--- config.mk ---
export PLATFORM = sky130hd
export DESIGN_NAME = hazard3_pmp_fault_capture
export DESIGN_NICKNAME = d
export VERILOG_FILES = /design/src/rtl/hazard3_pmp_fault_capture.sv
export SDC_FILE = /design/constraint.sdc
export NUM_CORES = 1
export LEC_CHECK = 0
export ABC_CLOCK_PERIOD_IN_PS = 2300
export BUFFER_PORTS_ARGS = -buffer_cell sky130_fd_sc_hd__buf_2
export CORE_MARGIN = 3
export CORE_UTILIZATION = 47
export CTS_CLUSTER_DIAMETER = 40
export DETAILED_ROUTE_END_ITERATION = 8
export PLACE_DENSITY = 0.81
export SLEW_MARGIN = 20
export SYNTH_ARGS = -nofsm -noshare
export SYNTH_HDL_FRONTEND = slang
export SYNTH_SLANG_ARGS = --single-unit
export TNS_END_PERCENT = 5
--- constraint.sdc ---
create_clock -name clk -period 2.3 [get_ports clk]
set_input_delay 0.46 -clock clk [delete_from_list [all_inputs] [get_ports clk]]
set_output_delay 0.46 -clock clk [all_outputs]
set_load 0.1 [all_outputs]
--- src/rtl/hazard3_pmp_fault_capture.sv ---
// -----------------------------------------------------------------------------
// hazard3_pmp_fault_capture
//
// Sits after the PMP checkers. It takes the per-cycle fetch and load/store
// kill verdicts and turns them into one pending exception request toward the
// trap logic. The request carries a RISC-V cause and tval, and it is held
// until exc_ack. When faults overlap, program order decides: a load/store
// fault is older than a fetch fault. The block also keeps a saturating fault
// counter and a sticky overrun flag for debug.
//
// Ports:
//   clk, rst_n          clock, asynchronous active-low reset
//   i_check_valid       i_addr/i_kill describe a real fetch this cycle
//   i_addr, i_kill      fetch address and its PMP access-fault verdict
//   d_check_valid       d_addr/d_kill/d_write describe a real load/store
//   d_addr, d_kill      load/store address and its PMP access-fault verdict
//   d_write             1 = store/AMO, 0 = load
//   flush               fetch redirect; squashes younger (fetch) faults
//   exc_req             a fault is pending toward trap logic
//   exc_cause           1 = instr access, 5 = load access, 7 = store/AMO
//   exc_tval            faulting address
//   exc_ack             trap logic consumed the request (qualified by exc_req)
//   overrun             sticky: a load/store fault was dropped
//   fault_count         saturating count of qualified faults
//   count_clr           clears fault_count and overrun
// -----------------------------------------------------------------------------
module hazard3_pmp_fault_capture #(
    parameter int W_ADDR = 32,
    parameter int CNT_W  = 8
) (
    input  logic              clk,
    input  logic              rst_n,
    input  logic              i_check_valid,
    input  logic [W_ADDR-1:0] i_addr,
    input  logic              i_kill,
    input  logic              d_check_valid,
    input  logic [W_ADDR-1:0] d_addr,
    input  logic              d_write,
    input  logic              d_kill,
    input  logic              flush,
    output logic              exc_req,
    output logic [3:0]        exc_cause,
    output logic [W_ADDR-1:0] exc_tval,
    input  logic              exc_ack,
    output logic              overrun,
    output logic [CNT_W-1:0]  fault_count,
    input  logic              count_clr
);

    localparam logic [1:0] IDLE   = 2'd0;
    localparam logic [1:0] PEND_I = 2'd1;
    localparam logic [1:0] PEND_D = 2'd2;

    localparam logic [3:0] CAUSE_INSTR = 4'd1;
    localparam logic [3:0] CAUSE_LOAD  = 4'd5;
    localparam logic [3:0] CAUSE_STORE = 4'd7;

    localparam logic [CNT_W-1:0] CNT_MAX = '1;

    logic [1:0]        state;
    logic [1:0]        state_nxt;
    logic [3:0]        cause_nxt;
    logic [W_ADDR-1:0] tval_nxt;
    logic              ovr_set;

    // A fetch fault that comes with a redirect belongs to the squashed path.
    logic qi;
    logic qd;
    logic free;
    logic [3:0] d_cause;

    assign qi      = i_check_valid & i_kill & ~flush;
    assign qd      = d_check_valid & d_kill;
    assign exc_req = (state != IDLE);
    // An ack while nothing is pending does nothing.
    assign free    = (state == IDLE) | (exc_req & exc_ack);
    assign d_cause = d_write ? CAUSE_STORE : CAUSE_LOAD;

    // NOTE: every output of this block gets a default first so that no path
    //       leaves a variable unassigned, which would infer a latch.
    always_comb begin
        state_nxt = state;
        cause_nxt = exc_cause;
        tval_nxt  = exc_tval;
        ovr_set   = 1'b0;
        if (free) begin
            // With an ack in the same cycle, a new fault goes straight in and
            // exc_req does not drop.
            if (qd) begin
                state_nxt = PEND_D;
                cause_nxt = d_cause;
                tval_nxt  = d_addr;
            end else if (qi) begin
                state_nxt = PEND_I;
                cause_nxt = CAUSE_INSTR;
                tval_nxt  = i_addr;
            end else begin
                state_nxt = IDLE;
            end
        end else begin
            case (state)
                PEND_I: begin
                    // The pending fetch is younger than any load/store seen
                    // now. The fetch will be refetched, so replacing it is
                    // not an overrun.
                    if (qd) begin
                        state_nxt = PEND_D;
                        cause_nxt = d_cause;
                        tval_nxt  = d_addr;
                    end else if (flush) begin
                        state_nxt = IDLE;
                    end
                end
                PEND_D: begin
                    // The held load/store fault is the oldest. A newer data
                    // fault is lost, so record that.
                    ovr_set = qd;
                end
                default: state_nxt = IDLE;
            endcase
        end
    end

    // Add up to two faults per cycle and clamp at the maximum. The extra bit
    // catches the +2 step from max-1.
    logic [CNT_W:0]   cnt_sum;
    logic [CNT_W-1:0] cnt_nxt;

    assign cnt_sum = {1'b0, fault_count} + {{CNT_W{1'b0}}, qi} + {{CNT_W{1'b0}}, qd};
    assign cnt_nxt = (cnt_sum > {1'b0, CNT_MAX}) ? CNT_MAX : cnt_sum[CNT_W-1:0];

    // NOTE: sequential state uses non-blocking assignments only. Every flop
    //       therefore samples the values from before the edge.
    always_ff @(posedge clk or negedge rst_n) begin
        if (!rst_n) begin
            state       <= IDLE;
            exc_cause   <= 4'd0;
            exc_tval    <= '0;
            overrun     <= 1'b0;
            fault_count <= '0;
        end else begin
            state     <= state_nxt;
            exc_cause <= cause_nxt;
            exc_tval  <= tval_nxt;
            // The clear wins over this cycle's events, which are lost.
            if (count_clr) begin
                overrun     <= 1'b0;
                fault_count <= '0;
            end else begin
                if (ovr_set) overrun <= 1'b1;
                fault_count <= cnt_nxt;
            end
        end
    end

endmodule

==> impl_metrics.tcl <==
set metrics [dict create \
    ant_nets 0 \
    synth-simple-area-share_pct 6.64 \
    ys.flop_type "dfrtp_1" \
    layout_commonest_cell "buf_2" \
    core_area_um2 5170 \
    p_leak_nw 1.70 \
    finalWirelength_mm 5.69 \
    ir_drop_mv 0.535 \
    cts_buffer_depth 2 \
    skew_ns 0.00823 \
    grt_usage_pct 18.1 \
    crit_path_max_incr_delay_ns 0.42 \
    pin_count 120 \
    ys_warn_count 0 \
    dieWidth_um 79.6 \
    fillers 407 \
    fin_crit_ns 1.95 \
    vias 1842 \
    finalMaxSlewViolations 0 \
    cp_slowest_cell "dfrtp_1" \
    grt_pass1_wl_mm 8.97 \
    worstPathMaxFanout 6 \
    die_area_um2 6330 \
    synth_nets 255 \
    fin_crit_sh_pct 84.6 \
    place_inst 363 \
    drive_gt1_share_pct 64.2 \
    yosys.area_share.xor_xnor_pct 0.344 \
    postCtsSetupRepairBufs 0 \
    fin_nets 377 \
    crit_path_end_kind "flip-flop" \
    via_per_inst 4.95 \
    worst-path-buf-inv 0 \
    antenna_found_initial 0 \
    max_freq_ghz 0.514 \
    dr.pass1.iters 4 \
    place.gp.congestion 0.868 \
    synth_cells 179 \
    setup_violations 0 \
    hp-class "in -> reg" \
    drt_iter0_drc 49 \
    drc_errors 0 \
    synthAdderAreaFrac_pct 0.984 \
    cts_tree "yes" \
    clkTransAtPathRegs_ns 0.09 \
    start_kind "flip-flop" \
    placed_area_um2 3190 \
    htreeDepth 2 \
    power_density_nw_per_um2 1060 \
    cts_resized 0 \
    worstPathRequired_ns 2.50 \
    fin_area_um2 3310 \
    ys_types 39 \
    drv_cap 0 \
    grt_max_degree 30 \
    seq_area_frac_synth_pct 45.3 \
    critPathKind "reg -> reg" \
    synth-edff-count 0 \
    hpwl_mm 4.40 \
    areaGrowthSynthToFinish_pct 30.2 \
    synth_top_family_by_area "multiplexers" \
    cts_sinks 46 \
    wl_per_cell_um 15.3 \
    worstPathCellList "xnor2_1 > ha_1 > a31o_2 > ha_1 > nand4_1 > nor2_1 > nor3_1 > nor3_1" \
    clk_latency_ns 0.30 \
    status "complete, no violations" \
    grt_pass1_vias 1864 \
    cts_inserted_buffers 5 \
    holdBufCountCts 1 \
    ys_async_sr_fraction_pct 100 \
    synth_seq_cells 46 \
    syn_area_per_cell_um2 14.2 \
    fp.dieH_um 79.6 \
    finalHoldViolations 0 \
    final_cell_count_no_fill 372 \
    arrival_ns 2.15 \
    antenna_cells 0 \
    grt_setup_unrepaired "false" \
    grt-ovfl-total 0 \
    final_cell_mix "buf_2, mux2_4, dfrtp_1, nor2_1, mux2_1" \
    setup_tns_ns 0 \
    syn_area_um2 2540 \
    cts_root_buffer "clkbuf_8" \
    cpLargestDelayFamily "simple AND/OR/NAND/NOR gates" \
    start_util_pct 49.2 \
    synth_compound_area_share_pct 5.21 \
    io_buffer_count 118 \
    synth.mux.area_fraction_pct 36.0 \
    row_count 26 \
]
## cell usage after synthesis, drive strengths merged (2+ instances only)
| cell | instances | area (um^2) |
|---|---|---|
| a21oi | 2 | 10.0 |
| a31oi | 5 | 31.3 |
| inv | 7 | 26.3 |
| o21ai | 2 | 21.3 |
| a211oi | 3 | 22.5 |
| o21bai | 2 | 15.0 |
| dfrtp | 46 | 1150 |
| ha | 2 | 25.0 |
| nand2 | 5 | 21.3 |
| buf | 8 | 108 |
| mux2 | 64 | 916 |
| nor3 | 4 | 20.0 |
| nor2 | 11 | 43.8 |
| nor4b | 2 | 23.8 |
## kinds of logic (layout without fill, tap and decap cells)
group	after synthesis	after routing
simple gates	31	31
flops	46	46
compound gates	18	18
buf+inv	16	139
xor+xnor	1	1
fa+ha+maj	2	2
other cells	1	1
mux	64	64
## area by class of cell
cell class                      instances  area [um^2]  area share [%]
Tap cell                               70         87.6            2.65
Clock buffer                            5         68.8            2.08
Inverter                                7         26.3           0.794
Timing Repair Buffer                  124          676            20.4
Clock inverter                          3         45.0            1.36
Sequential cell                        46         1150            34.8
Multi-Input combinational cell        117         1260            37.9
## final timing paths
kind	startpoint	end	slack, ns	cells after the start
max	fault_count[0]	fault_count[3]	0.35	8
min in group asynchronous	rst_n	exc_tval[10]	0.52	2
min reg2reg	exc_cause[0]	exc_cause[0]	0.48	1
min	flush	state[0]	0.35	2
max reg2reg	fault_count[0]	fault_count[3]	0.35	8
max in group asynchronous	rst_n	exc_tval[11]	1.29	3
## worst reg2reg max path, delay by kind of cell, from the launching register on
kind            cells  cell delay, ns
simple gates        4            0.65
fa+ha+maj           2            0.44
flops               1            0.42
xor+xnor            1            0.19
compound gates      1            0.15
## state kept, by name, indices dropped and copies added (netlist names)
name         flops
exc_tval        32
state            2
fault_count      8
overrun          1
exc_cause        3
## through the flow
step / util (%) / power (mW) / setup WS [ns] / hold slack, ns
floorplan: - / 2.61 / 0.00582 / 0.164
global placement: 61.6 / 2.90 / 0.266 / 0.270
detailed placement: 61.6 / 2.93 / 0.0610 / 0.272
CTS: 64.0 / 3.53 / 0.316 / 0.337
global route: 64.0 / 3.63 / 0.203 / 0.340
finish: 64.0 / 3.51 / 0.355 / 0.349
## layer usage
layer,track usage [%],vias to the layer above,wire (um)
met1,22.3,881,2310
met2,32.1,75,2900
met5,0,-,0
met3,4.18,2,450
met4,4.12,0,23
li1,-,884,-
## power breakdown
| part | internal, mW | total [mW] | switching, mW |
|---|---|---|---|
| clock network | 0.323 | 0.602 | 0.279 |
| registers | 0.960 | 1.04 | 0.0825 |
| logic | 0.457 | 1.86 | 1.40 |
| total | 1.74 | 3.51 | 1.77 |
Power figures use the tool's default switching activity.
